==> src/rtl/vend_pkg.sv <==
// Shared definitions for the vending controller: state encoding, product codes,
// coin request bundle and price lookup.
package vend_pkg;

    localparam int CRED_W = 4;

    localparam logic [1:0] S_IDLE = 2'd0;
    localparam logic [1:0] S_PAY  = 2'd1;
    localparam logic [1:0] S_DISP = 2'd2;
    localparam logic [1:0] S_CHG  = 2'd3;

    localparam logic [3:0] P0 = 4'b0001;
    localparam logic [3:0] P1 = 4'b0010;
    localparam logic [3:0] P2 = 4'b0100;
    localparam logic [3:0] P3 = 4'b1000;

    typedef struct packed {
        logic cancel;
        logic coin2;
        logic coin1;
    } pay_req_t;

    function automatic logic [CRED_W-1:0] price_of(input logic [3:0] oh,
                                                   input int p0, input int p1,
                                                   input int p2, input int p3);
        logic [CRED_W-1:0] p;
        case (oh)
            P0:      p = CRED_W'(p0);
            P1:      p = CRED_W'(p1);
            P2:      p = CRED_W'(p2);
            P3:      p = CRED_W'(p3);
            default: p = '0;
        endcase
        return p;
    endfunction

endpackage

==> src/rtl/vend_controller_if.sv <==
// Selection/coin inputs and vend outputs of the controller, bundled.
interface vend_controller_if #(parameter int CREDIT_W = 4);
    logic [3:0]          sel;
    logic                coin1;
    logic                coin2;
    logic                cancel;
    logic [3:0]          selected;
    logic [CREDIT_W-1:0] credit;
    logic [3:0]          dispense;
    logic                change_pulse;
    logic                coin_reject;
    logic                busy;

    modport master (output sel, coin1, coin2, cancel,
                    input  selected, credit, dispense, change_pulse, coin_reject, busy);
    modport slave  (input  sel, coin1, coin2, cancel,
                    output selected, credit, dispense, change_pulse, coin_reject, busy);
endinterface

==> src/rtl/vend_controller_hold_timer.sv <==
// Loadable down-counter: after load, done rises once CYCLES cycles have elapsed.
module hold_timer #(
    parameter int CYCLES = 8
) (
    input  logic clock,
    input  logic reset,
    input  logic load,
    output logic done
);
    localparam int W = (CYCLES > 1) ? $clog2(CYCLES) : 1;

    logic [W-1:0] cnt;

    always_ff @(posedge clock or negedge reset) begin
        if (!reset)           cnt <= '0;
        else if (load)        cnt <= W'(CYCLES - 1);
        else if (cnt != '0)   cnt <= cnt - W'(1);
    end

    assign done = (cnt == '0);
endmodule

==> src/rtl/vend_controller.sv <==
// Vending sequencer: latch selection, collect coins, dispense for a fixed time,
// then pay change one pulse per unit.
module vend_controller
    import vend_pkg::*;
#(
    parameter int PRICE0      = 2,
    parameter int PRICE1      = 3,
    parameter int PRICE2      = 4,
    parameter int PRICE3      = 5,
    parameter int CREDIT_W    = 4,
    parameter int DISP_CYCLES = 8,
    parameter int CHG_CYCLES  = 4
) (
    input  logic              clock,
    input  logic              reset,
    vend_controller_if.slave  bus
);
    logic [1:0]          state_q, state_d;
    logic [3:0]          sel_q, sel_d, disp_q, disp_d;
    logic [CREDIT_W-1:0] credit_q, credit_d, chg_q, chg_d, price;
    logic                pulse_q, pulse_d, rej_q, rej_d, busy_q;
    logic                disp_load, chg_load, disp_done, chg_done;
    logic [CREDIT_W:0]   tot;
    logic                ovf, any_coin;
    pay_req_t            req;

    assign req      = '{cancel: bus.cancel, coin2: bus.coin2, coin1: bus.coin1};
    assign any_coin = req.coin1 | req.coin2;
    assign price    = CREDIT_W'(price_of(sel_q, PRICE0, PRICE1, PRICE2, PRICE3));
    // {coin2,coin1} is already the coin value: 1, 2 or 3 units
    assign tot      = {1'b0, credit_q} + (CREDIT_W+1)'({req.coin2, req.coin1});
    assign ovf      = tot[CREDIT_W];

    hold_timer #(.CYCLES(DISP_CYCLES)) u_disp_tmr (
        .clock(clock), .reset(reset), .load(disp_load), .done(disp_done));
    hold_timer #(.CYCLES(CHG_CYCLES)) u_chg_tmr (
        .clock(clock), .reset(reset), .load(chg_load), .done(chg_done));

    always_comb begin
        state_d   = state_q;
        sel_d     = sel_q;
        credit_d  = credit_q;
        chg_d     = chg_q;
        disp_d    = disp_q;
        pulse_d   = pulse_q;
        rej_d     = any_coin;
        disp_load = 1'b0;
        chg_load  = 1'b0;
        case (state_q)
            S_IDLE: begin
                if ($onehot(bus.sel)) begin
                    sel_d   = bus.sel;
                    state_d = S_PAY;
                end
            end
            S_PAY: begin
                if (req.cancel) begin
                    chg_d    = credit_q;
                    credit_d = '0;
                    sel_d    = '0;
                    if (credit_q != '0) begin
                        state_d  = S_CHG;
                        pulse_d  = 1'b1;
                        chg_load = 1'b1;
                    end else begin
                        state_d = S_IDLE;
                    end
                end else begin
                    rej_d    = any_coin & ovf;
                    credit_d = ovf ? credit_q : tot[CREDIT_W-1:0];
                    // coins arriving on the paid cycle still count toward change
                    if (credit_q >= price) begin
                        chg_d     = credit_d - price;
                        credit_d  = '0;
                        disp_d    = sel_q;
                        disp_load = 1'b1;
                        state_d   = S_DISP;
                    end
                end
            end
            S_DISP: begin
                if (disp_done) begin
                    disp_d = '0;
                    sel_d  = '0;
                    if (chg_q != '0) begin
                        state_d  = S_CHG;
                        pulse_d  = 1'b1;
                        chg_load = 1'b1;
                    end else begin
                        state_d = S_IDLE;
                    end
                end
            end
            S_CHG: begin
                if (pulse_q) begin
                    if (chg_done) pulse_d = 1'b0;
                end else begin
                    chg_d = chg_q - CREDIT_W'(1);
                    if (chg_q == CREDIT_W'(1)) begin
                        state_d = S_IDLE;
                    end else begin
                        pulse_d  = 1'b1;
                        chg_load = 1'b1;
                    end
                end
            end
            default: state_d = S_IDLE;
        endcase
    end

    always_ff @(posedge clock or negedge reset) begin
        if (!reset) begin
            state_q  <= S_IDLE;
            sel_q    <= '0;
            credit_q <= '0;
            chg_q    <= '0;
            disp_q   <= '0;
            pulse_q  <= 1'b0;
            rej_q    <= 1'b0;
            busy_q   <= 1'b0;
        end else begin
            state_q  <= state_d;
            sel_q    <= sel_d;
            credit_q <= credit_d;
            chg_q    <= chg_d;
            disp_q   <= disp_d;
            pulse_q  <= pulse_d;
            rej_q    <= rej_d;
            busy_q   <= (state_d != S_IDLE);
        end
    end

    assign bus.selected     = sel_q;
    assign bus.credit       = credit_q;
    assign bus.dispense     = disp_q;
    assign bus.change_pulse = pulse_q;
    assign bus.coin_reject  = rej_q;
    assign bus.busy         = busy_q;
endmodule

==> src/flat_wrapper.sv <==
// flat-port wrapper written by rule: the top's interface ports become plain ports
module vend_controller_flat import vend_pkg::*;
#(
    parameter int PRICE0      = 2,
    parameter int PRICE1      = 3,
    parameter int PRICE2      = 4,
    parameter int PRICE3      = 5,
    parameter int CREDIT_W    = 4,
    parameter int DISP_CYCLES = 8,
    parameter int CHG_CYCLES  = 4
)
  (clock, reset, bus_sel, bus_coin1, bus_coin2, bus_cancel, bus_selected, bus_credit, bus_dispense, bus_change_pulse, bus_coin_reject, bus_busy);
  vend_controller_if #(.CREDIT_W(CREDIT_W)) bus_i ();
  input  logic clock;
  input  logic reset;
  input wire logic [$bits(bus_i.sel)-1:0] bus_sel;
  input wire logic [$bits(bus_i.coin1)-1:0] bus_coin1;
  input wire logic [$bits(bus_i.coin2)-1:0] bus_coin2;
  input wire logic [$bits(bus_i.cancel)-1:0] bus_cancel;
  output wire logic [$bits(bus_i.selected)-1:0] bus_selected;
  output wire logic [$bits(bus_i.credit)-1:0] bus_credit;
  output wire logic [$bits(bus_i.dispense)-1:0] bus_dispense;
  output wire logic [$bits(bus_i.change_pulse)-1:0] bus_change_pulse;
  output wire logic [$bits(bus_i.coin_reject)-1:0] bus_coin_reject;
  output wire logic [$bits(bus_i.busy)-1:0] bus_busy;
  assign bus_i.sel = bus_sel;
  assign bus_i.coin1 = bus_coin1;
  assign bus_i.coin2 = bus_coin2;
  assign bus_i.cancel = bus_cancel;
  assign bus_selected = bus_i.selected;
  assign bus_credit = bus_i.credit;
  assign bus_dispense = bus_i.dispense;
  assign bus_change_pulse = bus_i.change_pulse;
  assign bus_coin_reject = bus_i.coin_reject;
  assign bus_busy = bus_i.busy;
  vend_controller #(.PRICE0(PRICE0), .PRICE1(PRICE1), .PRICE2(PRICE2), .PRICE3(PRICE3), .CREDIT_W(CREDIT_W), .DISP_CYCLES(DISP_CYCLES), .CHG_CYCLES(CHG_CYCLES)) u_core (.clock(clock), .reset(reset), .bus(bus_i));
endmodule
==> config.mk <==
export PLATFORM = sky130hd
export DESIGN_NAME = vend_controller_flat
export DESIGN_NICKNAME = d
export VERILOG_FILES = /design/src/rtl/vend_pkg.sv /design/src/rtl/vend_controller_if.sv /design/src/rtl/vend_controller_hold_timer.sv /design/src/rtl/vend_controller.sv /design/src/flat_wrapper.sv
export SDC_FILE = /design/constraint.sdc
export NUM_CORES = 1
export LEC_CHECK = 0
export ABC_AREA = 1
export ABC_CLOCK_PERIOD_IN_PS = 6070
export CAP_MARGIN = 5
export CORE_UTILIZATION = 55
export DETAILED_ROUTE_END_ITERATION = 7
export PLACE_DENSITY = 0.79
export SLEW_MARGIN = 25
export SYNTH_ARGS = -nofsm -noshare
export SYNTH_HDL_FRONTEND = slang
export SYNTH_SLANG_ARGS = --single-unit
==> constraint.sdc <==
create_clock -name clock -period 6.07 [get_ports clock]
set_input_delay 0.9105 -clock clock [delete_from_list [all_inputs] [get_ports clock]]
set_output_delay 0.9105 -clock clock [all_outputs]
set_load 0.1 [all_outputs]
Yosys cells after proc, flatten, opt, wreduce, memory -nomap -nowiden
Cells that the tools add are included.
{ "classes": {"bitwise_logic": 2, "mux": 47, "n_lt_le_gt_ge": 1, "n_reduce_logical": 18, "add_sub_neg": 8, "n_eq_ne": 18} }
{ "op_table": {"columns": ["operator", "count"], "rows": [
  ["4-bit two-way mux", 11],
  ["2-bit two-way mux", 10],
  ["1-bit two-way mux", 17],
  ["4-bit case mux with 2 select lines", 2],
  ["3-bit case mux with 4 select lines", 1],
  ["4-bit case mux with 3 select lines", 1],
  ["2-bit nonzero test", 6],
  ["2-bit by 1-bit inequality test with 1-bit output, second input constant", 5],
  ["3-bit nonzero test", 3],
  ["4-bit by 1-bit equality test with 1-bit output, second input constant", 2],
  ["2-bit case mux with 4 select lines", 1],
  ["4-bit AND reduction", 2],
  ["4-bit nonzero test", 2],
  ["3-bit two-way mux", 2],
  ["2-bit inequality test, second input constant", 3],
  ["1-bit case mux with 3 select lines", 2],
  ["4-bit by 2-bit adder with 5-bit output", 1],
  ["5-bit AND reduction", 1],
  ["1-bit by 1-bit adder with 2-bit output", 2],
  ["2-bit equality test, second input constant", 2],
  ["4-bit by 2-bit equality test with 1-bit output, second input constant", 1],
  ["4-bit by 3-bit equality test with 1-bit output, second input constant", 1],
  ["4-bit equality test, second input constant", 1],
  ["4-bit by 3-bit >= comparator with 1-bit output", 1],
  ["13 further kinds", 14]
]} }
{ "totals": {"input_bits": 9, "reg_bits": 26, "output_inout_bits": 15} }

Logic depth before layout (Yosys ltp)
Gate-level depths: netlist of run 1.
{ "depth": {"depth_word": 7, "mapped_depth": 16} }

Hierarchy
A second synthesis of run 1 with hierarchy kept.
{ "unflattened": {"cells_unflattened": 264, "area_unflattened_um2": 1941.9} }
{ "modules_own_cells": {"columns": ["module", "area_per_inst_um2", "cells_each", "instances"], "rows": [
  ["vend_controller", 1655.3, 227, 1],
  ["hold_timer at u_core.u_disp_tmr", 175.2, 23, 1],
  ["hold_timer at u_core.u_chg_tmr", 111.4, 14, 1]
]} }

Worst setup path before layout of run 1
No wires, ideal clock.
{ "synth_timing": {"path_kind": "flip-flop to flip-flop", "start": "reg u_core.credit_q[0] (netlist: u_core.bus.credit[0])", "end": "reg u_core.chg_q[2]", "path_slack_ps": 2923, "n_path_buf": 0, "synth_period_minus_slack_ps": 3147, "stages_incl_launch_ff": 16, "arrival_time_ps": 3026, "path_cell_list": "dfrtp_1 -> ha_1 -> fa_1 -> nand2_1 -> inv_1 -> nand2_1 -> nor2_1 -> a21oi_1 -> ha_1 -> inv_1 -> fa_1 -> xor2_1 -> o21ai_0 -> o21ai_0 -> nand2_1 -> o21ai_1"} }
{ "synth_via": {"elab_chain_len": 6} }
{ "synth_rtl": {"columns": ["item", "line", "rtl"], "rows": [
  ["from (decl)", "vend_controller.sv:20", "logic [CREDIT_W-1:0] credit_q, credit_d, chg_q, chg_d, price;"],
  ["from (signal assigned)", "vend_controller.sv:124", "credit_q <= credit_d;"],
  ["4-bit by 2-bit adder with 5-bit output", "vend_controller.sv:31", "assign tot = {1'b0, credit_q} + (CREDIT_W+1)'({req.coin2, req.coin1});"],
  ["4-bit two-way mux", "vend_controller.sv:70", "credit_d = ovf ? credit_q : tot[CREDIT_W-1:0];"],
  ["4-bit by 3-bit subtractor with 4-bit output", "vend_controller.sv:73", "chg_d = credit_d - price;"],
  ["4-bit two-way mux", "vend_controller.sv:72", "if (credit_q >= price) begin"],
  ["4-bit two-way mux", "vend_controller.sv:57", "if (req.cancel) begin"],
  ["4-bit case mux with 2 select lines", "vend_controller.sv:49", "case (state_q)"],
  ["to (signal assigned)", "vend_controller.sv:125", "chg_q <= chg_d;"],
  ["to (decl)", "vend_controller.sv:20", null]
]} }
Parallel ways exist; a longest one is shown, timed or not. The select of a mux whose other input is x is not followed.
A chain may end at the register's enable or synchronous reset.

Final worst setup path of run 1
{ "layout_timing": {"start": "in bus_coin1", "end": "reg u_core.chg_q[2]"} }
{ "layout_via": {"elab_chain_len": 6} }
{ "layout_rtl": {"columns": ["item", "line", "rtl"], "rows": [
  ["from (decl)", "flat_wrapper.sv:17", "input wire logic [$bits(bus_i.coin1)-1:0] bus_coin1;"],
  ["4-bit by 2-bit adder with 5-bit output", "vend_controller.sv:31", null],
  ["4-bit two-way mux", "vend_controller.sv:70", null],
  ["4-bit by 3-bit subtractor with 4-bit output", "vend_controller.sv:73", null],
  ["4-bit two-way mux", "vend_controller.sv:72", null],
  ["4-bit two-way mux", "vend_controller.sv:57", null],
  ["4-bit case mux with 2 select lines", "vend_controller.sv:49", null]
]} }
No other way between the ends. The select of a mux whose other input is x is not followed.

==> results.md, run 1 <==
* NumNets Final at approximately 310
* Row count at 20
* Vias/cell at between 5 and 6
* FF-to-FF Start: u_core.bus.credit[0]
* Tmin final at roughly 3400 ps
* Top area cells in the synthesized netlist: dfrtp_1, ha_1, nand2_1
* Adder-cell share of the synthesized area at between 10% and 20%
* Synth area leader: dfrtp_1
* Hold Vio Cnt, Final at 0
* EDFF count, synth at 0
* Synth Area in XOR/XNOR at under 10%
* Hold WC Path Type: flop to flop
* Ys async rst share at 100%
* CTS resizes at 0
* Worst-path fanout max at 6
* Clk_lat worst skew at 330 ps
* Yosys cell types at 25
* Max-cap violation count at 0
* Worst hold endpoint: u_core.bus.dispense[1]
* Prevailing post-synth register cell: dfrtp_1
* Crit-path cells: clkdlybuf4s50_1, ha_1, fa_1, nand2_1, inv_1, nand2_1, nor2_1, a21oi_1, ha_1, inv_1, fa_1, xor2_1, o21ai_0, o21ai_0, nand2_1, o21ai_1
* Setup TNS at 0 ps
* Detailed Place HPWL at around 3100 um
* Pin count of the biggest net entering global routing at 27
* WHS at approximately 510 ps
* CTS max path bufs at 2
* Die width at approximately 61 um
* Largest family of logic cells by synthesized area: simple AND/OR/NAND/NOR gates
* Core ar. at approximately 3200 sq um
* Clock root cell: clkbuf_4
* Post-synthesis sequential element count at 26
* DRT iter0 DRCs at between 60 and 70
* Die Y at ~61 um
* P&R area growth vs syn at 17.5%
* Final setup viols at 0
* TritonCTS clock tree: built
* N_diodes at 0
* RSZ-0062 raised after global routing: false
* Sequential area share after synthesis at 34.3%
* Layout cell share with drive strength beyond 1 at under 10%
* Worst R2R Setup Slack at about 3200 ps
* Syn avg cell area at approximately 7.5 sq um
* Worst-Margin Slew at 966 ps
* Mux cell area share after synthesis at 0%
* Cells after Synth at around 250
* Drt total wl at 4010 um
* CP dominant cell by count: nand2_1
* DR WL/cell at about 12 um
* Depth of the CTS H-tree at 1
* Slowest stage delay, CP at 420 ps
* GRT overflow at 0
* Mapped cell area at about 1900 sq um
* Yosys warning count at 0
* DRT Pass-1 Iters at 4
* Hold-fix buffers, CTS at 0
* Worst Min Path Start: u_core.bus.dispense[1]
* Initial antenna violation count at 0
* Pins Over Slew Limit at 0
* Crit path launch type: input pin
* IO Port Bufs at 23
* Clock sinks at 26
* R2R cell count at 15
* Hold path depth at 2
* Starting Density at about three fifths
* Max Clock Skew at a little under 4 ps
* Synth cell count leaders: nand2_1, inv_1, dfrtp_1, o21ai_0, nand3_1
* Global-route wire length before repair at slightly below 7000 um
* Final period util at 55.6%
* Gpl congestion at 0.861
* Total nets after synthesis at roughly 290
* I/O pins at 24
* Tot GR Track Use at between 20% and 30%
* CTS clk-pin slew, worst paths at roughly 150 ps
* Complex-gate fraction of the synthesized area at around an eighth
* Setup Buffers After CTS at 0
* Routed Antenna Nets at 0
* Max Freq at 296 MHz
* Critical path arrival at 3620 ps
* Top-count cell post-synth: nand2_1
* Slowest CP cell: clkdlybuf4s50_1
* Crit Reg-Reg Endpoint: u_core.chg_q[2]
* Setup CP Type: input pin to flop
* Vias in the first global route at about 1,600
* CTS buffer count at 3
* Die ar. at 3690 sq um
* Vias after detailed routing at around 1,700
* Critical Path RT at 6310 ps
* Normalized max-slew margin at a little over a third
* DRC at 0
* Share of the synthesized area in the top cell type at 34.3%
* Critical Path End Type: flop
* Outcome: completed
* Post-Synth Simple-Gate Area at 24.0%
[registers in the layout (all words and copies together) (netlist names)]
name,flops
u_core.state_q,2
u_core.bus.coin_reject,1
u_core.bus.selected,4
u_core.u_chg_tmr.cnt,2
u_core.bus.credit,4
u_core.bus.change_pulse,1
u_core.u_disp_tmr.cnt,3
u_core.bus.dispense,4
u_core.bus.busy,1
u_core.chg_q,4
[critical path: cells and delay by family]
family	cells	cell delay (ps)
buf+inv	3	540
compound gates	4	450
xor+xnor	1	150
fa+ha+maj	4	1210
simple gates	4	360
[cells by family after synthesis]
logic type	Yosys count
flip-flops	26
AO/OA/AOI/OAI	47
buffers and inverters	46
XOR/XNOR	3
adder cells (fa/ha/maj)	25
AND/OR/NAND/NOR	105
[metal layers]
layer	vias to the layer above	GRT usage, %	wire length, um
li1	867	-	-
met1	775	33.7	1930
met2	38	42.1	1860
met3	11	2.35	120
met4	0	11.4	104
met5	-	0	0
[worst max-delay path by stage]
| stage | from | endpoint | slack [ps] | cells past startpoint |
|---|---|---|---|---|
| after detailed placement | bus_coin1 | u_core.chg_q[2] | 2350 | 16 |
| after CTS | bus_coin1 | u_core.chg_q[2] | 2720 | 16 |
| after global placement | bus_coin1 | u_core.chg_q[2] | 2480 | 16 |
| final | bus_coin1 | u_core.chg_q[2] | 2700 | 16 |
| after floorplan | u_core.bus.credit[0] | u_core.chg_q[2] | 2920 | 15 |
| after global routing | bus_coin1 | u_core.chg_q[2] | 2490 | 16 |
[area by class of cell]
type / instances / area (sq um)
multi-input combinational: 180 / 1070
fill: 275 / 923
sequential: 26 / 651
timing repair buffer: 24 / 238
inverter: 44 / 165
tap: 44 / 55.1
clock inverter: 1 / 30.0
clock buffer: 3 / 22.5
[cells in the final DEF (no fill, tap or decap), types with 3 or more instances in the layout]
cell / n
clkdlybuf4s50_1: 23
o22ai_1: 3
inv_1: 42
dfrtp_1: 26
nand3_1: 23
nor2_1: 18
a21oi_1: 10
fa_1: 3
o21ai_0: 26
o21ai_1: 3
clkbuf_4: 3
nand2_1: 59
ha_1: 22
[per-stage QoR]
step           instance area, sq um  setup slack [ps]  utilization (%)  instances
2_1_floorplan                  1900              2920                -        252
3_3_place_gp                   2180              2480             69.0        318
3_5_place_dp                   2180              2350             69.0        318
4_1_cts                        2230              2720             70.7        322
5_1_grt                        2230              2490             70.7        322
6_report                       2230              2700             70.7        322
Power of run 1 is not shown: default switching activity piles up to over one toggle a cycle in this logic, so the estimate is an artifact.
==> run 2, diff against run 1 <==
ABC_CLOCK_PERIOD_IN_PS = 3400   (was 6070)
clock period = 3.4 ns   (was 6.07 ns; I/O delays follow)
==> run 2 against run 1 <==
Compared with the run above: hold slack worse by 4.9 ps; worst setup slack worse by 2300 ps; design area is 0.11% lower; final cell count stayed put; critical path type unchanged; highest routed layer unchanged.
==> results.md, run 2 (synthesis results as in run 1) <==
* Outcome: completed
* Most frequent cells in the layout: nand2_1, inv_1, o21ai_0, dfrtp_1, nand3_1
* Routed Antenna Nets at 0
* R2R cell count at 15
* DRC at 0
* Depth of the CTS H-tree at 1
* WHS at roughly 500 ps
* Final setup viols at 0
* Register Area at 651 sq um
* Slowest stage delay, CP at 420 ps
* DRT iter0 DRCs at 110
* Worst-Margin Slew at slightly below 1000 ps
* Slowest CP cell: clkdlybuf4s50_1
* Most common cell after layout, fill and taps aside: nand2_1
* Clock sinks at 26
* Setup TNS at 0 ps
* Pins Over Slew Limit at 0
* IO Port Bufs at 23
* Area of the multi-input gates at 1070 sq um
* CTS buffer count at 3
* Worst-path fanout max at 6
* CTS resizes at 0
* Die ar. at roughly 3700 sq um
* Fillers at ~270
* CP dominant cell by count: nand2_1
* Max-cap violation count at 0
* Tmin final at between 3000 and 4000 ps
* DRT Pass-1 Iters at 4
* I/O pins at 24
* Normalized max-slew margin at between 30% and 40%
* RSZ-0062 raised after global routing: false
* CP Buf/Inv Count at 3
* Final period util at 89.5%
* GRT overflow at 0
* Global-route wire length before repair at roughly 6700 um
* Detailed Place HPWL at slightly above 3000 um
* Setup Buffers After CTS at 0
* Max Clock Skew at 8.77 ps
* Hold WC Path Type: flop to flop
* Layout Utilization at 70.6%
* Hold-fix buffers, CTS at 0
* Clk_lat worst skew at about 330 ps
* P&R area growth vs syn at 17.4%
* Kind of cell adding the most delay to the critical path: adder cells
* Starting Density at 60.2%
* Die Y at 60.7 um
* Vias after detailed routing at 1,668
* Initial antenna violation count at 0
* Die width at around 61 um
* CTS clk-pin slew, worst paths at ~150 ps
* Clock root cell: clkbuf_4
* Max Freq at around 330 MHz
* Layout cell share with drive strength beyond 1 at between 3 and 4%
* Critical path arrival at 3270 ps
* Hold Vio Cnt, Final at 0
* Critical Path End Type: flop
* Vias/cell at ~5.2
* Drt total wl at roughly 3900 um
* Crit-path cells: clkdlybuf4s50_1, ha_1, fa_1, nand2_1, inv_1, nand2_1, nor2_1, a21oi_1, ha_1, inv_1, fa_1, xor2_1, o21ai_0, o21ai_0, nand2_1, o21ai_1
* Hold path depth at 2
* Core ar. at 3150 sq um
* TritonCTS clock tree: built
* Setup CP Type: input pin to flop
* Critical Path RT at ~3600 ps
* Crit path launch type: input pin
* DR WL/cell at approximately 12 um
* NumNets Final at 313
* Vias in the first global route at between 1,500 and 2,000
* CTS max path bufs at 2
* N_diodes at 0
* WP depth at 16
* Row count at 20
* Pin count of the biggest net entering global routing at 27
* Tot GR Track Use at 24.3%
* Gpl congestion at 0.855
run 2: changes by cell type in the layout (fill, tap and decap cells not counted):
cell | previous run | this run
buf_4 | 1 | 2
clkdlybuf4s50_1 | 23 | 22
run 2: metal layers:
metal / track usage (%) / routed length (um)
met1: 32.4 / 1910
met2: 41.6 / 1810
met3: 4.69 / 122
met4: 4.55 / 30
met5: 0 / 0
run 2: path summary, 6_finish.rpt:
kind / endpoint / slack, ps / start
max: u_core.chg_q[2] / 360 / bus_coin1
min: u_core.bus.dispense[1] / 500 / u_core.bus.dispense[1]
max reg2reg: u_core.chg_q[2] / 510 / u_core.bus.credit[0]
min reg2reg: u_core.bus.dispense[1] / 500 / u_core.bus.dispense[1]
max in group asynchronous: u_core.chg_q[3] / 2610 / reset
min in group asynchronous: u_core.bus.selected[0] / 520 / reset
run 2: layout make-up:
class | instances | share of cell area, %
Multi-Input combinational cell | 180 | 48.0
Sequential cell | 26 | 29.2
Timing Repair Buffer | 24 | 10.6
Inverter | 44 | 7.42
Tap cell | 44 | 2.47
Clock inverter | 1 | 1.35
Clock buffer | 3 | 1.01
run 2: through the flow:
stage | setup WS (ps) | instances | area, sq um
3_5_place_dp | 14.3 | 318 | 2170
3_3_place_gp | 207 | 318 | 2170
4_1_cts | 378 | 322 | 2230
2_1_floorplan | 253 | 252 | 1900
6_report | 358 | 322 | 2230
5_1_grt | 126 | 322 | 2230
run 2: tightest hold or removal path: stages, from the launching register on:
cell	delay, ps
dfrtp_1	380
nand2_1	50
nand2_1	50
Power of run 2 is left out for the same reason.
